[config.mk]
export PLATFORM = sky130hd
export DESIGN_NAME = drum_column_scheduler
export DESIGN_NICKNAME = d
export VERILOG_FILES = /design/src/rtl/drum_pkg.sv /design/src/rtl/drum_row_shifter.sv /design/src/rtl/drum_column_scheduler.sv
export SDC_FILE = /design/constraint.sdc
export NUM_CORES = 1
export LEC_CHECK = 0
export CORE_ASPECT_RATIO = 2
export CORE_MARGIN = 1
export CORE_UTILIZATION = 37
export CTS_CLUSTER_SIZE = 12
export DETAILED_ROUTE_END_ITERATION = 12
export PLACE_DENSITY = 0.75
export SLEW_MARGIN = 10
export SYNTH_ARGS = -nofsm -noshare
export SYNTH_HDL_FRONTEND = slang
export SYNTH_SLANG_ARGS = --single-unit
[constraint.sdc]
create_clock -name clk -period 1.9 [get_ports clk]
set_clock_uncertainty 0.05 [all_clocks]
set_input_delay 0.475 -clock clk [delete_from_list [all_inputs] [get_ports clk]]
set_output_delay 0.475 -clock clk [all_outputs]
set_load 0.03 [all_outputs]
[src/rtl/drum_pkg.sv]
// Shared definitions for the drum column scheduler: FSM states, default widths, zero constant.
// Latency: n/a (package only).
// Backpressure: n/a (package only).
package drum_pkg;

    localparam int DRUM_DW = 18;
    localparam int DRUM_AW = 5;

    localparam logic [DRUM_DW-1:0] DRUM_ZERO = '0;

    typedef enum logic [2:0] {
        IDLE,
        LOAD0,
        LOAD1,
        WAIT,
        CALC,
        DONE
    } drum_state_t;

endpackage

[src/rtl/drum_row_shifter.sv]
// Three-row operand window (down/center/up plus prev/up_prev) sliding up one column.
// Latency: register moves only, values visible the cycle after load/fetch/shift.
// Backpressure: none; the scheduler FSM sequences load, fetch and shift strobes.
module drum_row_shifter
    import drum_pkg::*;
#(
    parameter int DW = DRUM_DW
) (
    input  logic          clk,
    input  logic          rst,
    input  logic          load,
    input  logic          fetch,
    input  logic          shift,
    input  logic          last_row,
    input  logic [DW-1:0] rd_curr,
    input  logic [DW-1:0] rd_prev,
    output logic [DW-1:0] center,
    output logic [DW-1:0] prev,
    output logic [DW-1:0] up,
    output logic [DW-1:0] down
);

    localparam logic [DW-1:0] ZERO = DW'(DRUM_ZERO);

    logic [DW-1:0] up_prev;

    // Window registers: prime with row 0, fetch the row above, then slide upward.
    always_ff @(posedge clk or negedge rst) begin
        if (!rst) begin
            center  <= ZERO;
            prev    <= ZERO;
            up      <= ZERO;
            up_prev <= ZERO;
            down    <= ZERO;
        end else if (load) begin
            center <= rd_curr;
            prev   <= rd_prev;
            down   <= ZERO;
        end else if (fetch) begin
            // Above the top row sits the fixed drum edge.
            up      <= last_row ? ZERO : rd_curr;
            up_prev <= rd_prev;
        end else if (shift) begin
            down   <= center;
            center <= up;
            prev   <= up_prev;
        end
    end

endmodule

[src/rtl/drum_column_scheduler.sv]
// Steps one drum column: reads rows, feeds the node datapath, writes u(n+1)/u(n) back in row order.
// Latency: 2*N_ROWS+3 cycles from accepted start to the done pulse.
// Backpressure: none; start is only honoured in IDLE. Optional centre tap: DRUM_CENTER_TAP_EN.
module drum_column_scheduler
    import drum_pkg::*;
#(
    parameter int N_ROWS = 30,
    parameter int DW     = DRUM_DW,
    parameter int AW     = DRUM_AW
) (
    input  logic          clk,
    input  logic          rst,
    input  logic          start,
    output logic          busy,
    output logic          done,
    output logic [AW-1:0] rd_addr,
    input  logic [DW-1:0] rd_curr,
    input  logic [DW-1:0] rd_prev,
    output logic          wr_en,
    output logic [AW-1:0] wr_addr,
    output logic [DW-1:0] wr_curr,
    output logic [DW-1:0] wr_prev,
    input  logic [DW-1:0] left_in,
    input  logic [DW-1:0] right_in,
    output logic [DW-1:0] node_center,
    output logic [DW-1:0] node_prev,
    output logic [DW-1:0] node_up,
    output logic [DW-1:0] node_down,
    input  logic [DW-1:0] node_next,
    output logic [DW-1:0] center_sample
);

    localparam logic [AW-1:0] LAST_ROW   = AW'(N_ROWS - 1);
    localparam logic [AW:0]   LAST_ROW_X = (AW+1)'(N_ROWS - 1);
    localparam logic [AW-1:0] TAP_ROW    = AW'(N_ROWS / 2);

    drum_state_t   state;
    drum_state_t   state_nxt;
    logic [AW-1:0] row;
    logic [AW:0]   ahead;
    logic          load;
    logic          fetch;
    logic          shift;
    logic          unused_nbr;

    // Neighbour columns are consumed by the external node datapath, not here.
    assign unused_nbr = ^{left_in, right_in};

    // Row two above the current one, kept one bit wider so the clamp sees overflow.
    assign ahead = {1'b0, row} + (AW+1)'(2);

    // State register.
    always_ff @(posedge clk or negedge rst) begin
        if (!rst) begin
            state <= IDLE;
        end else begin
            state <= state_nxt;
        end
    end

    // Row counter: restarts on every new step, advances after each row write.
    always_ff @(posedge clk or negedge rst) begin
        if (!rst) begin
            row <= '0;
        end else if (state == LOAD0 || state == DONE) begin
            row <= '0;
        end else if (state == CALC) begin
            row <= row + AW'(1);
        end
    end

    // Next-state and output decode.
    always_comb begin
        state_nxt = state;
        busy      = 1'b1;
        done      = 1'b0;
        rd_addr   = '0;
        wr_en     = 1'b0;
        wr_addr   = '0;
        wr_curr   = '0;
        wr_prev   = '0;
        load      = 1'b0;
        fetch     = 1'b0;
        shift     = 1'b0;
        case (state)
            IDLE: begin
                busy = 1'b0;
                if (start) state_nxt = LOAD0;
            end
            LOAD0: begin
                rd_addr   = '0;
                state_nxt = LOAD1;
            end
            LOAD1: begin
                rd_addr   = AW'(1);
                load      = 1'b1;
                state_nxt = WAIT;
            end
            WAIT: begin
                fetch     = 1'b1;
                state_nxt = CALC;
            end
            CALC: begin
                wr_en     = 1'b1;
                wr_addr   = row;
                wr_curr   = node_next;
                wr_prev   = node_center;
                rd_addr   = (ahead > LAST_ROW_X) ? LAST_ROW : ahead[AW-1:0];
                shift     = 1'b1;
                state_nxt = (row == LAST_ROW) ? DONE : WAIT;
            end
            DONE: begin
                done      = 1'b1;
                state_nxt = IDLE;
            end
            default: begin
                state_nxt = IDLE;
            end
        endcase
    end

    drum_row_shifter #(
        .DW(DW)
    ) u_shifter (
        .clk      (clk),
        .rst      (rst),
        .load     (load),
        .fetch    (fetch),
        .shift    (shift),
        .last_row (row == LAST_ROW),
        .rd_curr  (rd_curr),
        .rd_prev  (rd_prev),
        .center   (node_center),
        .prev     (node_prev),
        .up       (node_up),
        .down     (node_down)
    );

`ifdef DRUM_CENTER_TAP_EN
    logic [DW-1:0] tap;

    // Latch the mid-column result each step for the pickup output.
    always_ff @(posedge clk or negedge rst) begin
        if (!rst) begin
            tap <= '0;
        end else if (state == CALC && row == TAP_ROW) begin
            tap <= node_next;
        end
    end

    assign center_sample = tap;
`else
    logic unused_tap;

    assign unused_tap    = ^TAP_ROW;
    assign center_sample = '0;
`endif

endmodule

### After elaboration in Yosys (flattened, before gate mapping)

Index checks and enable logic that the tools add are counted.

* register bits: 98
* word-level logic and storage cells: 50
* output and inout port bits: 139
* input port bits: 93

* multiplexer cells: 25
* add/sub/neg operators: 2
* order comparisons: 1
* bitwise logic cells: 1
* reduce and logical (&&, ||, !) cells: 6
* equality and inequality tests: 8

Operator list (number)
* 18-bit two-way mux: 12
* 5-bit two-way mux: 4
* 3-bit one-hot mux with 5 select lines: 1
* 5-bit one-hot mux with 2 select lines: 1
* 5-bit by 2-bit adder with 6-bit output (second input constant): 1
* 3-bit by 2-bit equality test with 1-bit output (second input constant): 2
* 3-bit equality test (second input constant): 2
* 6-bit by 5-bit greater-than comparator with 1-bit output (second input constant): 1
* 3-bit two-way mux: 2
* 5-bit by 1-bit adder with 5-bit output (second input constant): 1
* 5-bit equality test (second input constant): 1
* 1-bit two-way mux: 5
* 2-bit inequality test (second input constant): 2
* 2-bit AND reduction: 2
* 2-bit nonzero test: 2
* 3-bit by 1-bit equality test with 1-bit output (second input constant): 1
* 3-bit logical NOT: 1
* 1-bit logical OR: 1
* 1-bit NOT: 1

### Depth between registers and ports, before layout

Gate-level depths: netlist of run 1.

* word-level depth: 5
* gate-level depth with buffers: 7

### Cells and area by module

Synthesis of run 1 repeated with hierarchy kept, for this count alone.

* cells, all modules: 479
* area, all modules: 4868.4 um^2

Modules (own cells, without submodules)
* drum_row_shifter: sequential area each 2252.2 um^2, times used 1, area an instance 3885.0 um^2, cells an instance 352
* drum_column_scheduler: sequential area each 200.2 um^2, times used 1, area an instance 983.4 um^2, cells an instance 127

### Worst setup path before layout of run 1

Ideal clock, no wire load.

* path type: register to output
* start point: register state[1]
* end point: output port rd_addr[4]
* slack: -0.397 ns
* path buffers: 2
* stages on the path, launching flop included: 5
* arrival: 1.772 ns
* cell sequence: dfrtp_1 buf_4 or3b_4 buf_2 nor3_1

* cells in the longest elaborated chain, start to end: 2
* elaborated cells between the ends (all ways): 3
* classes of those cells: eq/ne (2); mux (1)

RTL lines
* start: declaration: line drum_column_scheduler.sv:37 `drum_state_t state;`
* start signal: assignment: line drum_column_scheduler.sv:57 `state <= state_nxt;`
* 3-bit equality test / 3-bit by 2-bit equality test with 1-bit output (equally long branches): line drum_column_scheduler.sv:85 `case (state)`
* 5-bit one-hot mux with 2 select lines *: line drum_column_scheduler.sv:85
* end: declaration: line drum_column_scheduler.sv:16 `output logic [AW-1:0] rd_addr,`

Every way passes the cells marked *; elsewhere a longest branch is shown, timed or not.

### Final worst setup path of run 1

* start point: register row[1]
* end point: output port rd_addr[0]

* cells in the longest elaborated chain, start to end: 4

RTL lines
* start: declaration: line drum_column_scheduler.sv:39 `logic [AW-1:0] row;`
* start signal: assignment: line drum_column_scheduler.sv:68 `row <= row + AW'(1);`
* 5-bit by 2-bit adder with 6-bit output: line drum_column_scheduler.sv:50 `assign ahead = {1'b0, row} + (AW+1)'(2);`
* 6-bit by 5-bit greater-than comparator with 1-bit output: line drum_column_scheduler.sv:108 `rd_addr = (ahead > LAST_ROW_X) ? LAST_ROW : ahead[AW-1:0];`
* 5-bit two-way mux: line drum_column_scheduler.sv:108
* 5-bit one-hot mux with 2 select lines: line drum_column_scheduler.sv:85

Every way passes these cells.

==> results of run 1 <==
-- power by group --
group          internal (mW)  switching, mW
Clock                  0.911          0.834
Combinational           3.31           4.43
Sequential              3.08          0.591
-- metal layers --
layer / wire, µm / part of all wire [%]
met1: 4770 / 35
met2: 7910 / 58
met3: 613 / 4.5
met4: 391 / 2.9
met5: 0 / 0
-- final cells by class --
cell class / count / area (µm²) / share of cell area (%)
Clock buffer: 9 / 225 / 2.97
Clock inverter: 7 / 57.6 / 0.760
Inverter: 5 / 31.3 / 0.413
Multi-Input combinational cell: 273 / 2150 / 28.4
Sequential cell: 98 / 2450 / 32.4
Tap cell: 147 / 184 / 2.43
Timing Repair Buffer: 237 / 2470 / 32.6
-- synth_stat cells --
cell type and n:
sky130_fd_sc_hd__dfrtp_1 98, sky130_fd_sc_hd__o21ai_0 66, sky130_fd_sc_hd__and2_1 39, sky130_fd_sc_hd__mux2i_1 37, sky130_fd_sc_hd__buf_4 21, sky130_fd_sc_hd__mux2_2 20
sky130_fd_sc_hd__a21o_1 18, sky130_fd_sc_hd__a22o_1 18, sky130_fd_sc_hd__buf_2 13, sky130_fd_sc_hd__clkbuf_1 11, sky130_fd_sc_hd__o21ai_1 8, sky130_fd_sc_hd__nor2_1 7
sky130_fd_sc_hd__buf_6 5, sky130_fd_sc_hd__ha_1 4, sky130_fd_sc_hd__inv_1 4, sky130_fd_sc_hd__nand3_1 4, sky130_fd_sc_hd__nor3b_1 4, sky130_fd_sc_hd__a31oi_1 3
sky130_fd_sc_hd__nand2_1 3, sky130_fd_sc_hd__nand4_1 3, sky130_fd_sc_hd__a21boi_0 2, sky130_fd_sc_hd__a21oi_1 2, sky130_fd_sc_hd__clkbuf_2 2, sky130_fd_sc_hd__nand3b_1 2
sky130_fd_sc_hd__nor3_1 2, sky130_fd_sc_hd__o21a_1 2, sky130_fd_sc_hd__a211oi_1 1, sky130_fd_sc_hd__and3b_1 1, sky130_fd_sc_hd__and4_1 1, sky130_fd_sc_hd__clkinv_2 1
sky130_fd_sc_hd__conb_1 1, sky130_fd_sc_hd__nand2b_1 1, sky130_fd_sc_hd__nor2b_1 1, sky130_fd_sc_hd__o2111ai_1 1, sky130_fd_sc_hd__o211ai_1 1, sky130_fd_sc_hd__or2_1 1
sky130_fd_sc_hd__or3_1 1, sky130_fd_sc_hd__or3b_4 1, sky130_fd_sc_hd__xnor2_2 1
-- flip-flops by register name, summed over array words and instances, names as in the netlist --
signal	count
u_shifter.prev	18
u_shifter.up_prev	18
state	3
u_shifter.center	18
row	5
u_shifter.down	18
u_shifter.up	18
-- cells by family after synthesis --
kind of cell               share of synthesized area, %
xor gates and xnor gates                          0.350
buffers and inverters                              7.54
DFF                                                52.8
and+or+nand+nor                                    9.24
adders and majority gates                          1.08
AOI/OAI and AO/OA                                  16.1
muxes                                              12.8
other                                            0.0808
-- worst max path at each step --
stage / startpoint / endpoint / slack [ns] / cells after the start
after floorplan: row[1]$_DFFE_PN0P_ / rd_addr[1] / -0.06 / 4
after global placement: row[1]$_DFFE_PN0P_ / rd_addr[0] / -0.16 / 6
after detailed placement: row[1]$_DFFE_PN0P_ / rd_addr[0] / -0.20 / 6
after CTS: row[1]$_DFFE_PN0P_ / rd_addr[0] / -0.55 / 6
after global routing: row[1]$_DFFE_PN0P_ / rd_addr[0] / -0.61 / 6
final: row[1]$_DFFE_PN0P_ / rd_addr[0] / -0.54 / 6
-- timing repair --
item                                    in CTS  in global routing
resized for setup                          177                 29
endpoints found under the setup margin     111                 64
pin swaps                                   31                  7
hold buffers                                 0                  0
cloned                                       5                  1
buffers inserted                            16                 17
-- critical path, cell delays in order (launching register included) --
cell                       delay, ns
sky130_fd_sc_hd__dfrtp_2        0.47
sky130_fd_sc_hd__ha_4           0.29
sky130_fd_sc_hd__nor3b_4        0.23
sky130_fd_sc_hd__o211ai_1       0.14
sky130_fd_sc_hd__buf_4          0.16
sky130_fd_sc_hd__a31oi_4        0.13
sky130_fd_sc_hd__buf_6          0.15
-- per-stage QoR --
| stage | area, µm² | instances |
|---|---|---|
| final | 7570 | 776 |
| after global routing | 7570 | 776 |
| after CTS | 7530 | 769 |
| after detailed placement | 6650 | 732 |
| after global placement | 6650 | 732 |
| after floorplan | 4880 | 428 |
==> summary.md, run 1 <==
| Metric | Value |
|---|---|
| Run status | `complete, but fails checks` |
| Antenna violations before repair | `0` |
| Die Footprint | `13000 µm²` |
| Cell chosen for the clock root | `sky130_fd_sc_hd__clkbuf_16` |
| Leading cell type in the layout, fill and taps excluded | `sky130_fd_sc_hd__dfrtp_1` |
| Effective utilization at floorplan | `38.1%` |
| Worst setup EP type | `output pin` |
| Iteration count of the initial detailed-routing pass | `4` |
| Gate count of the mapped netlist | `411` |
| Proportion of netlist area held by the largest area contributor | `52.8%` |
| Most Used Layer, Global Route | `met2` |
| Register-to-Register Path Depth | `8` |
| Startpoint type of the worst setup path | `flip-flop` |
| Wire length of the first global-routing pass | `21300 µm` |
| Capture point of the worst reg-to-reg path | `row[2]$_DFFE_PN0P_` |
| Origin of the critical flop-to-flop path | `state[0]$_DFFE_PN0P_` |
| Pwr/cell area | `1740 nW/µm²` |
| Largest cells by area after synthesis | `sky130_fd_sc_hd__dfrtp_1, sky130_fd_sc_hd__mux2i_1, sky130_fd_sc_hd__o21ai_0, sky130_fd_sc_hd__and2_1, sky130_fd_sc_hd__mux2_2` |
| Largest net degree at the start of global routing | `99` |
| Register-to-register setup slack | `0.08 ns` |
| Final RePlAce weighted congestion | `0.782` |
| Core utilization of the finished layout | `62.1%` |
| Endpoint required time on the critical path | `1.37 ns` |
| Clock transition at the register clock pins on the worst setup and hold paths after CTS | `0.07 ns` |
| Met3 usage in global routing | `3.81%` |
| Number of placement rows | `57` |
| Area leader, netlist | `sky130_fd_sc_hd__dfrtp_1` |
| H-tree lvl count | `3` |
| RSZ-0062 raised after global routing | `true` |
| DRC marker count from the first detailed-route iteration | `155` |
| Die span in y | `160 µm` |
| Max-slew violation count | `0` |
| Path class of the lowest-slack min-delay path | `input port to asynchronous set/reset pin` |
| Distinct cells, synth | `39` |
| Total routing resource utilization after global routing | `21.8%` |
| Seq cells post-synth | `98` |
| Met2 routing resource usage after global routing | `40.7%` |
| Hold_ws | `0.112 ns` |
| Detailed-route DRC error count | `0` |
| Actual slew at the worst max-slew pin | `0.543 ns` |
| Arrival time of data at the critical path endpoint | `1.91 ns` |
| Sequential area share after synthesis | `52.8%` |
| Final number of hold-violating endpoints | `0` |
| Synthesized area divided by synthesized cell count | `11.3 µm²` |
| Top-Level Pins | `232` |
| Slew HR | `63.8%` |
| Number of inserted diodes | `0` |
| Power after layout | `13.2 mW` |
| Layout net count | `721` |
| Core footprint | `12200 µm²` |
| Via count of the first global-routing pass | `4179` |
| Post-synthesis to final-layout area growth | `63.1%` |
| Final HPWL DP | `9170 µm` |
| Most used cells in the layout excluding fill and tap cells | `sky130_fd_sc_hd__dfrtp_1, sky130_fd_sc_hd__o21ai_0, sky130_fd_sc_hd__dlygate4sd2_1` |
| Met1 usage in global routing | `22.6%` |
| Cell area after technology mapping | `4640 µm²` |
| Clock latency on the worst-skew pair | `0.34 ns` |
| Setup TNS | `-19.34 ns` |
| Reported max-cap violation count | `0` |
| Achievable Freq | `0.410 GHz` |
| Filler Cell Count | `994` |
| Final setup slack of the worst path | `-0.539 ns` |
| Clock net sink count | `98` |
| Finish-stage setup viols | `48` |
| CTS Buf Count | `9` |
| Fraction of final layout cells sized beyond drive strength 1 | `33.1%` |
| Die X-Extent | `81.2 µm` |
| Routed Antenna Nets | `0` |
| Avg Vias per Cell | `5.14` |
| Minimum setup slack after placement | `-0.202 ns` |
| Clock tree from TritonCTS | `built` |
| Buffer depth of the longest clock path | `2` |
| CP max FO | `6` |
| Total of buffers placed on input and output ports | `177` |
| Count of vias placed by the detailed router | `3985` |
| Final routed wirelength across all metal layers | `13700 µm` |
| Synth warnings | `0` |
| Failing checks | `setup timing` |
| Largest voltage drop on the vdd net | `1.01 mV` |
| Final period utilization | `128%` |
| Class of the most critical setup path | `flip-flop to output pin` |
| Detailed-route wire length per cell | `17.6 µm` |
| Clock period minus final worst setup slack | `2.44 ns` |
| Leakage power summed over all cells | `3.81 nW` |
| GR Overflow Total | `0` |
(Power assumes the default switching activity.)
==> run 2, diff against run 1 <==
- SETUP_SLACK_MARGIN: not set -> 0.02
==> summary.md, run 2 (synthesis results as in run 1) <==
| Metric | Value |
|---|---|
| Achievable Freq | `0.412 GHz (+0.46%)` |
| Cell-by-cell listing of the critical path | `ha_4, nor3b_4, o211ai_1, buf_4, a31oi_4, buf_6` |
| Crit path launch | `row[1]$_DFFE_PN0P_` |
| Die span in y | `160 µm (unchanged)` |
| Final period utilization | `128% (-0.59 points)` |
| Final HPWL DP | `9700 µm (+5.7%)` |
| CTS Buf Count | `9 (unchanged)` |
| Startpoint type of the worst setup path | `flip-flop` |
| Core utilization of the finished layout | `61.9% (-0.19 points)` |
| Via count of the first global-routing pass | `4319 (+3.4%)` |
| Die X-Extent | `81.2 µm (unchanged)` |
| Total routing resource utilization after global routing | `23.0% (+1.2 points)` |
| Actual slew at the worst max-slew pin | `0.502 ns (-0.0411 ns)` |
| Register-to-register setup slack | `0.07 ns (about the same)` |
| Buffer depth of the longest clock path | `2 (unchanged)` |
| Max-slew violation count | `0 (unchanged)` |
| Fraction of final layout cells sized beyond drive strength 1 | `33.0% (-0.10 points)` |
| Cell at the slowest stage of the critical path | `sky130_fd_sc_hd__dfrtp_2` |
| Antenna violations before repair | `0 (unchanged)` |
| Run status | `complete, but fails checks` |
| Origin of the critical flop-to-flop path | `state[2]$_DFFE_PN0P_` |
| Worst setup EP type | `output pin` |
| Failing checks | `setup timing` |
| Reported max-cap violation count | `0 (unchanged)` |
| Layout net count | `726 (+0.69%)` |
| Wire length of the first global-routing pass | `22300 µm (+5.0%)` |
| Filler Cell Count | `997 (+0.30%)` |
| Most used cells in the layout excluding fill and tap cells | `sky130_fd_sc_hd__dfrtp_1, sky130_fd_sc_hd__dlygate4sd2_1, sky130_fd_sc_hd__o21ai_0` |
| Number of placed cells counting well taps | `732 (unchanged)` |
| Final routed wirelength across all metal layers | `14200 µm (+3.8%)` |
| Critical path capture point | `rd_addr[0]` |
| Clock transition at the register clock pins on the worst setup and hold paths after CTS | `0.07 ns (about the same)` |
| DRC marker count from the first detailed-route iteration | `130 (-16%)` |
| Endpoint required time on the critical path | `1.37 ns (about the same)` |
| Slew HR | `66.4% (+2.7 points)` |
| GR Overflow Total | `0 (unchanged)` |
| CP max FO | `6 (unchanged)` |
| Clock net sink count | `98 (unchanged)` |
| Final std cells w/o fill | `781 (+0.64%)` |
| Worst Hold Path Cells | `1` |
| Register-to-Register Path Depth | `5 (-3)` |
| Clock latency on the worst-skew pair | `0.34 ns (about the same)` |
| Detailed-route wire length per cell | `18.2 µm (+3.1%)` |
| Minimum setup slack after placement | `-0.190 ns (+0.0121 ns)` |
| Routed Antenna Nets | `0 (unchanged)` |
| Path class of the lowest-slack min-delay path | `flip-flop to flip-flop` |
| Cell chosen for the clock root | `sky130_fd_sc_hd__clkbuf_16` |
| Setup TNS | `-15.54 ns (+3.80 ns)` |
| Delay of the slowest critical-path stage | `0.46 ns (about the same)` |
| Largest net degree at the start of global routing | `38 (-62%)` |
| Clock tree from TritonCTS | `built` |
| Detailed-route DRC error count | `0 (unchanged)` |
| Number of placement rows | `57 (unchanged)` |
| Top-Level Pins | `232 (unchanged)` |
| Area taken by flip-flops and latches | `2450 µm² (about the same)` |
| Total of buffers placed on input and output ports | `177 (unchanged)` |
| H-tree lvl count | `3 (unchanged)` |
| Final setup slack of the worst path | `-0.528 ns (+0.0113 ns)` |
| Die Footprint | `13000 µm² (unchanged)` |
| Largest voltage drop on the vdd net | `1.08 mV (+7.1%)` |
| Multi-input logic area | `2150 µm² (-0.23%)` |
| Total stage count of the critical path | `6 (unchanged)` |
| Power after layout | `13.2 mW (+0.42%)` |
| Finish-stage setup viols | `49 (+2.1%)` |
| Pwr/cell area | `1750 nW/µm² (+0.73%)` |
| Final number of hold-violating endpoints | `0 (unchanged)` |
| Leading cell type in the layout, fill and taps excluded | `sky130_fd_sc_hd__dfrtp_1` |
| Core footprint | `12200 µm² (unchanged)` |
| Final RePlAce weighted congestion | `0.807 (+3.2%)` |
| Category of cells accounting for the largest share of critical-path delay | `flip-flops` |
| Worst Path Buf+Inv | `2 (unchanged)` |
| Class of the most critical setup path | `flip-flop to output pin` |
| Iteration count of the initial detailed-routing pass | `4 (unchanged)` |
| RSZ-0062 raised after global routing | `true` |
| Capture point of the worst reg-to-reg path | `u_shifter.center[17]$_DFFE_PN0P_` |
| Arrival time of data at the critical path endpoint | `1.90 ns (about the same)` |
| Leakage power summed over all cells | `3.72 nW (-2.5%)` |
| Effective utilization at floorplan | `38.1% (unchanged)` |
| Clock period minus final worst setup slack | `2.43 ns (-0.0113 ns)` |
| Avg Vias per Cell | `5.15 (+0.31%)` |
| Number of inserted diodes | `0 (unchanged)` |
| Count of vias placed by the detailed router | `4023 (+0.95%)` |
| Post-synthesis to final-layout area growth | `62.5%` |
## run 2: cell types whose count changed in the layout (fill, tap and decap cells not counted), sizes merged
cell | previous run | this run
inv | 8 | 7
dlygate4sd2 | 61 | 72
clkbuf | 10 | 11
bufbuf | 0 | 1
buf | 109 | 113
clkinv | 3 | 2
dlygate4sd3 | 0 | 1
dlymetal6s2s | 11 | 0
## run 2: per-stage QoR
stage	cell area (µm²)	hold slack (ns)
CTS	7530	0.425
finish	7550	0.420
detailed placement	6690	0.342
floorplan	4890	0.129
global placement	6690	0.332
global route	7550	0.444
## run 2: how the worst min path moves through the flow
stage	from	slack, ns	end
after global routing	u_shifter.down[3]$_DFFE_PN0P_	0.44	u_shifter.down[3]$_DFFE_PN0P_
after global placement	rst	0.33	u_shifter.up_prev[12]$_DFFE_PN0P_
after detailed placement	rst	0.34	u_shifter.up_prev[12]$_DFFE_PN0P_
after CTS	u_shifter.down[3]$_DFFE_PN0P_	0.42	u_shifter.down[3]$_DFFE_PN0P_
final	u_shifter.down[12]$_DFFE_PN0P_	0.42	u_shifter.down[12]$_DFFE_PN0P_
after floorplan	rst	0.13	row[0]$_DFFE_PN0P_
## run 2: cell type report
type	instances	area share, %
sequential	98	32.5
timing repair buffer	242	32.4
multi-input combinational	273	28.4
clock buffer	11	3.22
tap	147	2.44
clock inverter	5	0.597
inverter	5	0.414
## run 2: where the power goes
group | internal (mW) | switching [mW]
sequential | 3.07 | 0.587
combinational | 3.30 | 4.49
clock | 0.946 | 0.812
total | 7.32 | 5.88
## run 2: repair_timing
| item | 4_1_cts | 5_1_grt |
|---|---|---|
| pin swaps | 25 | 17 |
| endpoints found under the setup margin | 139 | 68 |
| resized for setup | 175 | 13 |
| setup buffers | 21 | 18 |
| gates cloned | 5 | 0 |
| hold buffers | 1 | 0 |
| endpoints found under the hold margin | 18 | 0 |
## run 2: per-layer routing
metal,part of all wire (%),global-route usage [%],wire length (µm),vias to the layer above
met1,34,22.8,4840,1999
met2,59,43.2,8310,140
met5,0,0,0,-
met3,4.0,4.49,575,25
li1,-,-,-,1859
met4,3.4,11.6,476,0
